[config.mk]
export PLATFORM = sky130hd
export DESIGN_NAME = p2s_8x16_flat
export DESIGN_NICKNAME = d
export VERILOG_FILES = /design/src/rtl/p2s_8x16_if.sv /design/src/rtl/p2s_8x16.sv /design/src/flat_wrapper.sv
export SDC_FILE = /design/constraint.sdc
export NUM_CORES = 1
export LEC_CHECK = 0
export BUFFER_PORTS_ARGS = -buffer_cell sky130_fd_sc_hd__buf_2
export CAP_MARGIN = 20
export CORE_UTILIZATION = 55
export DETAILED_ROUTE_END_ITERATION = 7
export MAX_ROUTING_LAYER = met4
export PLACE_DENSITY_LB_ADDON = 0.15
export SLEW_MARGIN = 20
export SYNTH_ARGS = -nofsm -noshare
export SYNTH_HDL_FRONTEND = slang
export SYNTH_SLANG_ARGS = --single-unit
[constraint.sdc]
create_clock -name clk -period 2.25 [get_ports clk]
set_input_delay 0.225 -clock clk [delete_from_list [all_inputs] [get_ports clk]]
set_output_delay 0.225 -clock clk [all_outputs]
set_load 0.02 [all_outputs]
[src/rtl/p2s_8x16_if.sv]
// Handshake and data bundle for the 8-word parallel-to-serial converter.
// The master drives the load/advance controls and the parallel words.
interface p2s_8x16_if #(
    parameter int N = 4
);
    localparam int W = 1 << N;

    logic         en;
    logic         load;
    logic [W-1:0] x1;
    logic [W-1:0] x2;
    logic [W-1:0] x3;
    logic [W-1:0] x4;
    logic [W-1:0] x5;
    logic [W-1:0] x6;
    logic [W-1:0] x7;
    logic [W-1:0] x8;
    logic         ready;
    logic [W-1:0] y;
    logic         valid;
    logic         last;

    modport master (
        output en, load,
        output x1, x2, x3, x4, x5, x6, x7, x8,
        input  ready, y, valid, last
    );

    modport slave (
        input  en, load,
        input  x1, x2, x3, x4, x5, x6, x7, x8,
        output ready, y, valid, last
    );
endinterface

[src/rtl/p2s_8x16.sv]
// Parallel-to-serial converter: one load of eight words, emitted x8 first
// and x1 last, one word per enabled clock, with valid/last/ready.
module p2s_8x16 #(
    parameter int N = 4
) (
    input logic      clk,
    input logic      rst_n,
    p2s_8x16_if.slave bus
);
    localparam int W = 1 << N;

    typedef enum logic {
        IDLE,
        SHIFT
    } state_t;

    state_t       state_q;
    state_t       state_d;
    logic [2:0]   cnt_q;
    logic [2:0]   cnt_d;
    logic [W-1:0] word_q [8];
    logic [W-1:0] y_q;
    logic [W-1:0] y_d;
    logic         valid_q;
    logic         valid_d;
    logic         final_beat;
    logic         capture;
    logic         advance;

    assign final_beat = (state_q == SHIFT) && (cnt_q == 3'd7) && bus.en;
    assign capture    = bus.load && bus.ready;
    assign advance    = (state_q == SHIFT) && bus.en && (cnt_q != 3'd7);

    assign bus.ready = (state_q == IDLE) || final_beat;
    assign bus.y     = y_q;
    assign bus.valid = valid_q;
    assign bus.last  = valid_q && (cnt_q == 3'd7);

    always_ff @(posedge clk or negedge rst_n) begin
        if (!rst_n) begin
            state_q <= IDLE;
        end else begin
            state_q <= state_d;
        end
    end

    always_comb begin
        state_d = state_q;
        unique case (state_q)
            IDLE: begin
                if (bus.load) state_d = SHIFT;
            end
            SHIFT: begin
                if (final_beat && !bus.load) state_d = IDLE;
            end
            default: state_d = IDLE;
        endcase
    end

    // word_q[0] holds x1, word_q[7] holds x8; beat k shows word_q[7-k]
    always_comb begin
        cnt_d   = cnt_q;
        y_d     = y_q;
        valid_d = valid_q;
        if (capture) begin
            cnt_d   = 3'd0;
            y_d     = bus.x8;
            valid_d = 1'b1;
        end else if (advance) begin
            cnt_d = cnt_q + 3'd1;
            y_d   = word_q[3'd6 - cnt_q];
        end else if (final_beat) begin
            cnt_d   = 3'd0;
            valid_d = 1'b0;
        end
    end

    always_ff @(posedge clk or negedge rst_n) begin
        if (!rst_n) begin
            cnt_q   <= 3'd0;
            y_q     <= '0;
            valid_q <= 1'b0;
        end else begin
            cnt_q   <= cnt_d;
            y_q     <= y_d;
            valid_q <= valid_d;
        end
    end

    always_ff @(posedge clk or negedge rst_n) begin
        if (!rst_n) begin
            for (int i = 0; i < 8; i++) word_q[i] <= '0;
        end else if (capture) begin
            word_q[0] <= bus.x1;
            word_q[1] <= bus.x2;
            word_q[2] <= bus.x3;
            word_q[3] <= bus.x4;
            word_q[4] <= bus.x5;
            word_q[5] <= bus.x6;
            word_q[6] <= bus.x7;
            word_q[7] <= bus.x8;
        end
    end
endmodule
[src/flat_wrapper.sv]
// flat-port wrapper written by rule: the top's interface ports become plain ports
module p2s_8x16_flat 
#(
    parameter int N = 4
)
  (clk, rst_n, bus_en, bus_load, bus_x1, bus_x2, bus_x3, bus_x4, bus_x5, bus_x6, bus_x7, bus_x8, bus_ready, bus_y, bus_valid, bus_last);
  p2s_8x16_if #(.N(N)) bus_i ();
  input logic clk;
  input logic rst_n;
  input wire logic [$bits(bus_i.en)-1:0] bus_en;
  input wire logic [$bits(bus_i.load)-1:0] bus_load;
  input wire logic [$bits(bus_i.x1)-1:0] bus_x1;
  input wire logic [$bits(bus_i.x2)-1:0] bus_x2;
  input wire logic [$bits(bus_i.x3)-1:0] bus_x3;
  input wire logic [$bits(bus_i.x4)-1:0] bus_x4;
  input wire logic [$bits(bus_i.x5)-1:0] bus_x5;
  input wire logic [$bits(bus_i.x6)-1:0] bus_x6;
  input wire logic [$bits(bus_i.x7)-1:0] bus_x7;
  input wire logic [$bits(bus_i.x8)-1:0] bus_x8;
  output wire logic [$bits(bus_i.ready)-1:0] bus_ready;
  output wire logic [$bits(bus_i.y)-1:0] bus_y;
  output wire logic [$bits(bus_i.valid)-1:0] bus_valid;
  output wire logic [$bits(bus_i.last)-1:0] bus_last;
  assign bus_i.en = bus_en;
  assign bus_i.load = bus_load;
  assign bus_i.x1 = bus_x1;
  assign bus_i.x2 = bus_x2;
  assign bus_i.x3 = bus_x3;
  assign bus_i.x4 = bus_x4;
  assign bus_i.x5 = bus_x5;
  assign bus_i.x6 = bus_x6;
  assign bus_i.x7 = bus_x7;
  assign bus_i.x8 = bus_x8;
  assign bus_ready = bus_i.ready;
  assign bus_y = bus_i.y;
  assign bus_valid = bus_i.valid;
  assign bus_last = bus_i.last;
  p2s_8x16 #(.N(N)) u_core (.clk(clk), .rst_n(rst_n), .bus(bus_i));
endmodule
==> flow_summary.json, run 1 <==
{
  "final.setup.tns_ns": 0,
  "drt_iter0_markers": 253,
  "leakage_uw": 0.004538,
  "most_common_flop_cell_mapped_by_yosys": "sky130_fd_sc_hd__dfrtp_1",
  "final_nets": 753,
  "period_share": 0.9499,
  "crit-reg2reg-launch": "u_core.cnt_q[0]",
  "worst-r2r-setup-slack_ns": 0.14,
  "grt_pass1_wl_um": 26940,
  "hp-class": "input pin to flip-flop",
  "yosys_register_bits": 149,
  "fmax_ghz": 0.4679,
  "timing.final.max_slew_violations": 0,
  "cts_tree": "built",
  "grt_start_max_net_pins": 55,
  "drc_errors": 0,
  "post_synth_main_area_contributors": "sky130_fd_sc_hd__dfrtp_1 (50%), sky130_fd_sc_hd__mux2_4 (24%), sky130_fd_sc_hd__mux4_2 (9.6%)",
  "drive_gt1_frac": 0.5619,
  "number_of_standard_cells_after_synthesis": 465,
  "antenna_cell_count": 0,
  "yosysSeqAreaShare": 0.4957,
  "layout-area-overhead-vs-synth_pct": 19.49,
  "cts_post_setup_buffers_inserted": 0,
  "number_of_iterations_in_the_first_detailed_routing_pass": 5,
  "num_io_pins": 151,
  "die_h_um": 118.9,
  "max-cap-violations": 0,
  "hpwl_dp_um": 11410,
  "initial_utilization": 0.5658,
  "synth_nets": 600,
  "path_class": "flip-flop to output port",
  "tritoncts.num_buffers": 17,
  "synth.most_common_cell": "sky130_fd_sc_hd__dfrtp_1",
  "cts_sinks": 149,
  "average_wire_per_standard_cell_um": 20.60,
  "synth-edff-count": 0,
  "design.core.area_sq_um": 13300,
  "synth_area_sq_um": 7522,
  "critPathLaunchType": "flip-flop",
  "worst-endpoint-required_ns": 2.03,
  "ant_nets": 0,
  "clkSlewWorstSetupHoldPaths_ns": 0.06,
  "finalPower_uw": 12970,
  "antenna_found_initial": 0,
  "critical_path_arrival_ns": 1.91,
  "grt_overflow": 0,
  "startpoint": "u_core.cnt_q[0]",
  "area_of_the_die_sq_um": 14150,
  "synthesis.area_per_instance_sq_um": 16.18,
  "h-tree-depth": 4,
  "grt_setup_unrepaired": "no",
  "ys_warn_count": 0,
  "synthDistinctLibCells": 30,
  "netlist.top_cell.by_area": "sky130_fd_sc_hd__dfrtp_1",
  "worst_skew_pair.late_latency_ns": 0.43,
  "tightestPinTransition_ns": 0.5615,
  "post_synth_most_frequent_cells": "sky130_fd_sc_hd__dfrtp_1 (149), sky130_fd_sc_hd__mux2_4 (120), sky130_fd_sc_hd__mux4_2 (32), sky130_fd_sc_hd__o211ai_1 (32)",
  "final_hold_viol_count": 0,
  "finClkSkew_ns": 0.01902,
  "maximum_number_of_buffers_from_clock_root_to_sink": 2,
  "period_minus_slack_ns": 2.137,
  "buffer_ports.inserted": 150,
  "gpl.final_weighted_congestion": 0.8258,
  "asyncSetResetFlopFracSynth": 1.000,
  "power_density_nw_per_um2": 1443,
  "slew-limit-headroom": 0.6257,
  "top_area_cell_type_share_of_the_netlist_area": 0.4957,
  "via_count": 4547,
  "worst_hold_startpoint": "bus_x6[15]",
  "track_usage": 0.2634,
  "chipWidth_um": 118.9,
  "vias_in_the_first_global_route": 4899,
  "clock_tree.root_cell": "sky130_fd_sc_hd__clkbuf_16",
  "setup_viol_count_final": 0,
  "post_detailed_route_via_to_cell_ratio": 5.641,
  "worst_setup_path_end_kind": "output port",
  "path_max_fanout": 33,
  "num_rows": 42,
  "worst_ir_drop_vdd_v": 0.0007568,
  "status": "completed",
  "routed_wirelength_um": 16610
}
## routing by layer
metal	GRT usage	wire, um	up-vias
met2	0.3925	7894	162
met3	0.05172	738	21
li1	-	-	2041
met5	-	0	-
met1	0.3627	7764	2323
met4	0.09415	207	0
## cells in the final DEF, fill, tap and decap left out, drive strengths merged, types with 4 or more instances in the layout
master	n
clkinv	4
a21oi	16
dfrtp	149
nand2b	18
mux4	32
a32oi	16
o211ai	32
buf	167
clkbuf	22
nand2	4
mux2	128
inv	18
## flip-flops by register name, indices dropped and copies added, names as in the netlist
signal            cells
u_core.bus.valid      1
u_core.bus.y         16
u_core.cnt_q          3
u_core.state_q        1
u_core.word_q       128
## per-stage QoR
stage | util | hold slack, ns | cells | setup WS, ns | area [sq um]
detailed placement | 0.6269 | 0.1667 | 772 | 0.1349 | 8334
global placement | 0.6269 | 0.1647 | 772 | 0.1836 | 8334
global route | 0.6761 | 0.01203 | 806 | 0.03440 | 8989
floorplan | - | -0.07059 | 465 | 0.3085 | 7522
CTS | 0.6759 | 0.001011 | 806 | 0.01773 | 8986
finish | 0.6761 | 0.01574 | 806 | 0.1127 | 8989
## where the power goes
group          total [uW]  internal [uW]  switching [uW]
clock network        2920           1850            1070
logic                5270           3130            2130
registers            4790           4000             791
## logic make-up after synthesis
group	Yosys count	synth area share
AOI/OAI and AO/OA	70	0.06920
DFF	149	0.4957
adders and majority gates	3	0.004991
muxes	161	0.3486
and+or+nand+nor	26	0.02112
xor gates and xnor gates	2	0.002329
buffers and inverters	54	0.05805
## what timing repair did
item,in CTS,in global routing
hold buffers,3,0
endpoints found under the setup margin,1,29
resized for setup,3,1
endpoints found under the hold margin,41,0
## worst paths after layout
| path | cells past startpoint | to |
|---|---|---|
| worst max-delay path | 6 | bus_ready |
| worst min-delay path | 2 | u_core.word_q[47] |
| worst max register to register | 6 | u_core.word_q[120] |
| worst min register to register | 1 | u_core.word_q[37] |
| max in group asynchronous | 3 | u_core.bus.y[8] |
| min in group asynchronous | 2 | u_core.word_q[9] |
## area by class of cell
class                   instances  area (sq um)
clock inverters                 9         125.1
fillers                       963          4307
well taps                     176         220.2
repair buffers                170          1002
flip-flops and latches        149          3730
multi-input cells             262          3359
inverters                      18         67.56
clock buffers                  22         484.2
## critical path, cell delays in order (launching register included)
cell,delay [ns]
sky130_fd_sc_hd__dfrtp_2,0.42
sky130_fd_sc_hd__ha_1,0.21
sky130_fd_sc_hd__ha_2,0.23
sky130_fd_sc_hd__a21boi_4,0.19
sky130_fd_sc_hd__buf_12,0.21
sky130_fd_sc_hd__inv_2,0.06
sky130_fd_sc_hd__buf_2,0.17
(Power assumes the default switching activity.)
==> run 2: changes to the inputs <==
CELL_PAD_IN_SITES_DETAIL_PLACEMENT = 1   (was not set)
CELL_PAD_IN_SITES_GLOBAL_PLACEMENT = 2   (was not set)
CORE_UTILIZATION = 39   (was 55)
==> run 2 against run 1 <==
Against the previous run:
- power rose by 1.7%
- hold slack better by 0.00068 ns
- design area increased by 2.1%
- sequential share of layout area decreased by 0.85 points
- via count is 0.35% higher
- utilization fell by 19 points
- critical endpoint unchanged
- largest cell class unchanged
- largest power group unchanged
==> flow_summary.json, run 2 (synthesis results as in run 1) <==
{
  "most-common-layout-cells": "sky130_fd_sc_hd__buf_2 (149), sky130_fd_sc_hd__dfrtp_1 (148), sky130_fd_sc_hd__mux2_4 (120)",
  "hpwl_dp_um": 13030,
  "clkSlewWorstSetupHoldPaths_ns": 0.06,
  "grt_start_max_net_pins": 59,
  "design.core.area_sq_um": 18830,
  "fmax_ghz": 0.4680,
  "power_switching_share": 0.3139,
  "vias_in_the_first_global_route": 5145,
  "post_layout_cell_count": 893,
  "grt_overflow": 0,
  "die_h_um": 140.9,
  "grt_util_met2": 0.3391,
  "layout-area-overhead-vs-synth_pct": 21.99,
  "final_nets": 756,
  "worst-endpoint-required_ns": 2.03,
  "grt_setup_unrepaired": "no",
  "critPathLaunchType": "flip-flop",
  "maximum_number_of_buffers_from_clock_root_to_sink": 2,
  "intPower_uw": 9055,
  "grt_util_met1": 0.2661,
  "path_class": "flip-flop to output port",
  "tightestPinTransition_ns": 0.6782,
  "layout.cells.most_common": "sky130_fd_sc_hd__buf_2",
  "final_hold_viol_count": 0,
  "drt_iter0_markers": 217,
  "routed_wirelength_um": 18900,
  "period_share": 0.9497,
  "path_max_fanout": 33,
  "period_minus_slack_ns": 2.137,
  "hp-class": "input pin to flip-flop",
  "power_frac_seq": 0.364,
  "buffer_ports.inserted": 150,
  "critical_path_arrival_ns": 1.91,
  "place.detailed.instances": 858,
  "antenna_found_initial": 0,
  "tritoncts.num_buffers": 17,
  "slew-limit-headroom": 0.5479,
  "worst_ir_drop_vdd_v": 0.0007944,
  "num_rows": 50,
  "track_usage": 0.2092,
  "via_count": 4563,
  "cts_post_setup_buffers_inserted": 0,
  "number_of_iterations_in_the_first_detailed_routing_pass": 4,
  "area_of_the_die_sq_um": 19850,
  "power_switching_uw": 4143,
  "placed_cell_area_sq_um": 8477,
  "drc_errors": 0,
  "leakage_uw": 0.004571,
  "post_detailed_route_via_to_cell_ratio": 5.110,
  "finClkSkew_ns": 0.009486,
  "ant_nets": 0,
  "gpl.final_weighted_congestion": 0.7459,
  "power.share.combinational": 0.407,
  "average_wire_per_standard_cell_um": 21.16,
  "num_io_pins": 151,
  "clock_tree.root_cell": "sky130_fd_sc_hd__clkbuf_16",
  "largest_register": "u_core.word_q",
  "timing.final.max_slew_violations": 0,
  "power_density_nw_per_um2": 1438,
  "global_route.peak_usage_layer": "met2",
  "use_met3": 0.04008,
  "clock_power_share": 0.229,
  "h-tree-depth": 4,
  "grt_pass1_wl_um": 29980,
  "max-cap-violations": 0,
  "sequential_cell_area_sq_um": 3730,
  "antenna_cell_count": 0,
  "layout.cell_area.non_filler_sq_um": 9176,
  "nFillCells": 1885,
  "worst_setup_path_end_kind": "output port",
  "area_of_the_multi_input_gates_sq_um": 3369,
  "final.setup.tns_ns": 0,
  "worst_skew_pair.late_latency_ns": 0.42,
  "drive_gt1_frac": 0.5656,
  "chipWidth_um": 140.9,
  "cts_sinks": 149,
  "setup_viol_count_final": 0,
  "initial_utilization": 0.3995,
  "max_reg_flops": 128,
  "status": "completed",
  "fin_util": 0.4873,
  "cts_tree": "built"
}
[run 2: cell types whose count changed in the layout (fill, tap and decap cells not counted), sizes merged]
cell	delta
bufinv	+1
buf	+2
inv	+1
clkbuf	-1
[run 2: timing repair]
action	4_1_cts	5_1_grt
endpoints found under the setup margin	1	2
cloned	0	1
hold buffers	3	0
resized for setup	2	3
endpoints found under the hold margin	57	0
[run 2: power by group through the flow]
stage               clock network [uW]  logic, uW  registers (uW)
floorplan                            0       3860            4690
global placement                     0       5300            4750
detailed placement                   0       5430            4820
CTS                               3100       5460            4810
global route                      3190       5800            4970
finish                            3020       5370            4810
[run 2: cell type report]
cell class              instances  share of cell area
flip-flops and latches        149              0.4065
multi-input cells             262              0.3672
repair buffers                173              0.1158
clock buffers                  20             0.04868
well taps                     260             0.03545
clock inverters                11             0.01909
inverters                      18            0.007363
[run 2: final timing paths]
check	startpoint	to	slack [ns]	cells after the start
max in group asynchronous	rst_n	u_core.word_q[118]	1.10	3
worst max-delay path	u_core.cnt_q[0]	bus_ready	0.11	6
worst min-delay path	bus_x6[15]	u_core.word_q[47]	0.02	2
min in group asynchronous	rst_n	u_core.word_q[43]	0.35	2
worst max register to register	u_core.cnt_q[0]	u_core.word_q[47]	0.22	6
worst min register to register	u_core.word_q[35]	u_core.word_q[35]	0.49	1
[run 2: routing by layer]
| metal | share of wire | up-vias |
|---|---|---|
| li1 | - | 2045 |
| met1 | 0.45 | 2392 |
| met2 | 0.50 | 110 |
| met3 | 0.035 | 16 |
| met4 | 0.012 | 0 |
| met5 | 0 | - |
[run 2: through the flow]
| step | power (uW) | worst slack [ns] | hold slack [ns] |
|---|---|---|---|
| floorplan | 8553 | 0.3085 | -0.07059 |
| global placement | 10050 | 0.1753 | 0.2428 |
| detailed placement | 10250 | 0.1012 | 0.2511 |
| CTS | 13370 | 0.002815 | 0.00002667 |
| global route | 13960 | 0.03840 | 0.008861 |
| finish | 13200 | 0.1132 | 0.01641 |
[run 2: worst max-delay path, stage by stage (launching register included)]
cell and delay (ns):
sky130_fd_sc_hd__dfrtp_2 0.43, sky130_fd_sc_hd__ha_2 0.19, sky130_fd_sc_hd__ha_2 0.22, sky130_fd_sc_hd__a21boi_4 0.20, sky130_fd_sc_hd__buf_12 0.21, sky130_fd_sc_hd__inv_2 0.07, sky130_fd_sc_hd__buf_2 0.17
==> run 3: changes to the inputs <==
CORE_UTILIZATION = 40   (was 39)
CTS_BUF_LIST = sky130_fd_sc_hd__clkbuf_4 sky130_fd_sc_hd__clkbuf_8   (was not set)
==> run 3 against run 2 <==
Against the previous run:
- the flow now finishes with violations (DRC)
- design area rose by 11%
- die area decreased by 2.5%
- sequential share of layout area decreased by 4.1 points
- routed wire length rose by 7.6%
- first-iteration DRC count rose by 3.7%
- clock-buffer cell count down 2
- via count grew 10%
- critical path depth unchanged
- utilization rose by 7.4 points
- non-clock buffer count rose by 124
==> flow_summary.json, run 3 (synthesis results as in run 1) <==
{
  "status": "complete, but fails checks",
  "failed_checks": "DRC",
  "cp_cell_sequence": "ha_2 -> ha_2 -> a21boi_4 -> buf_12 -> inv_2 -> buf_2",
  "track_usage": 0.2333,
  "grt_pass1_wl_um": 32810,
  "max_reg_flops": 128,
  "drc_errors": 14,
  "gate_family_responsible_for_the_most_delay_along_the_worst_path": "flip-flops",
  "tightestPinTransition_ns": 0.6233,
  "period_share": 0.9504,
  "clkSlewWorstSetupHoldPaths_ns": 0.09,
  "grt_setup_unrepaired": "no",
  "buffers_inverters_on_critical_path": 3,
  "path_class": "flip-flop to output port",
  "nFillCells": 1774,
  "sequential_cell_area_sq_um": 3730,
  "h-tree-depth": 4,
  "fmax_ghz": 0.4677,
  "finClkSkew_ns": 0.01217,
  "largest_register": "u_core.word_q",
  "power_density_nw_per_um2": 1243,
  "hpwl_dp_um": 12880,
  "initial_utilization": 0.4131,
  "final.setup.tns_ns": 0,
  "cts_tree": "built",
  "ant_nets": 0,
  "startpoint": "u_core.cnt_q[0]",
  "worst-endpoint-required_ns": 2.03,
  "setup_viol_count_final": 0,
  "path_max_fanout": 17,
  "worst_ir_drop_vdd_v": 0.0006529,
  "hold_slack_ns": 0.03061,
  "tritoncts.num_buffers": 17,
  "average_wire_per_standard_cell_um": 20.57,
  "crit-reg2reg-launch": "u_core.cnt_q[0]",
  "largest_stage_delay_on_the_critical_path_ns": 0.43,
  "gpl.final_weighted_congestion": 0.7813,
  "buffer_ports.inserted": 150,
  "layout.cells.most_common": "sky130_fd_sc_hd__buf_2",
  "most-common-layout-cells": "sky130_fd_sc_hd__buf_2 (149), sky130_fd_sc_hd__dfrtp_1 (148), sky130_fd_sc_hd__dlygate4sd3_1 (126)",
  "number_of_iterations_in_the_first_detailed_routing_pass": 6,
  "grt_start_max_net_pins": 60,
  "critical_path_arrival_ns": 1.91,
  "crit_slowest_cell": "sky130_fd_sc_hd__dfrtp_2",
  "period_minus_slack_ns": 2.138,
  "num_rows": 49,
  "timing.final.max_slew_violations": 0,
  "cts_sinks": 149,
  "max-cap-violations": 0,
  "worst_setup_path_end_kind": "output port",
  "die_h_um": 139.1,
  "worst_hold_startpoint": "bus_x8[6]",
  "hp-class": "input pin to flip-flop",
  "slew-limit-headroom": 0.5845,
  "final_nets": 880,
  "clock_tree.root_cell": "sky130_fd_sc_hd__clkbuf_8",
  "timing.critical_path.mode_cell": "sky130_fd_sc_hd__ha_2",
  "layout-area-overhead-vs-synth_pct": 35.83,
  "drive_gt1_frac": 0.4776,
  "routed_wirelength_um": 20340,
  "worst_skew_pair.late_latency_ns": 0.47,
  "design.core.area_sq_um": 18210,
  "area_of_the_die_sq_um": 19360,
  "leakage_uw": 0.005017,
  "chipWidth_um": 139.1,
  "final_hold_viol_count": 0,
  "num_io_pins": 151,
  "vias_in_the_first_global_route": 5737,
  "antenna_found_initial": 1,
  "area_of_the_multi_input_gates_sq_um": 3369,
  "maximum_number_of_buffers_from_clock_root_to_sink": 2,
  "grt_overflow": 0,
  "worst-r2r-setup-slack_ns": 0.12,
  "drt_iter0_markers": 225,
  "critPathLaunchType": "flip-flop",
  "via_count": 5027,
  "post_detailed_route_via_to_cell_ratio": 5.083
}
[run 3: cell types whose count changed in the layout (fill, tap and decap cells not counted), moves of 2 or more]
cell,previous run,this run
sky130_fd_sc_hd__diode_2,0,2
sky130_fd_sc_hd__dlygate4sd3_1,3,126
sky130_fd_sc_hd__buf_12,7,9
sky130_fd_sc_hd__clkbuf_1,2,0
sky130_fd_sc_hd__clkinv_4,3,6
sky130_fd_sc_hd__clkbuf_16,18,0
sky130_fd_sc_hd__clkbuf_8,1,17
[run 3: path summary, 6_finish.rpt]
kind | depth (start not counted) | to
setup / recovery | 6 | bus_ready
hold / removal | 2 | u_core.word_q[6]
setup reg to reg | 6 | u_core.word_q[79]
hold reg to reg | 1 | u_core.word_q[34]
max in group asynchronous | 3 | u_core.bus.y[7]
min in group asynchronous | 2 | u_core.word_q[26]
[run 3: timing repair]
item | in CTS | in global routing
resized for setup | 3 | 1
hold endpoints to repair | 179 | 1
gates cloned | 1 | 0
pin swaps | 1 | 1
hold buffers | 125 | 1
buffers inserted | 0 | 1
endpoints found under the setup margin | 1 | 3
[run 3: power breakdown]
part / switching, uW / total [uW] / internal [uW]
logic: 2260 / 5560 / 3300
clock network: 1110 / 2350 / 1230
registers: 811 / 4800 / 3990
[run 3: final cells by class]
| cell class | instances | area share |
|---|---|---|
| diodes | 2 | 0.0004898 |
| clock buffers | 18 | 0.02363 |
| clock inverters | 14 | 0.01996 |
| inverters | 18 | 0.006613 |
| multi-input cells | 262 | 0.3298 |
| flip-flops and latches | 149 | 0.3651 |
| well taps | 229 | 0.02804 |
| repair buffers | 297 | 0.2264 |
[run 3: routing by layer]
metal / part of all wire / GRT usage
met5: 0 / -
met4: 0.0080 / 0.05263
met3: 0.034 / 0.05145
met2: 0.51 / 0.3764
met1: 0.45 / 0.3006
[run 3: through the flow]
step | total power (uW) | std cells | cell area (sq um) | worst slack, ns | utilization
CTS | 12820 | 985 | 10190 | 0.01943 | 0.5597
detailed placement | 10200 | 827 | 8451 | 0.1425 | 0.4641
global placement | 10010 | 827 | 8451 | 0.1851 | 0.4641
global route | 13440 | 988 | 10210 | 0.01707 | 0.5610
floorplan | 8553 | 465 | 7522 | 0.3085 | -
finish | 12700 | 989 | 10220 | 0.1117 | 0.5611
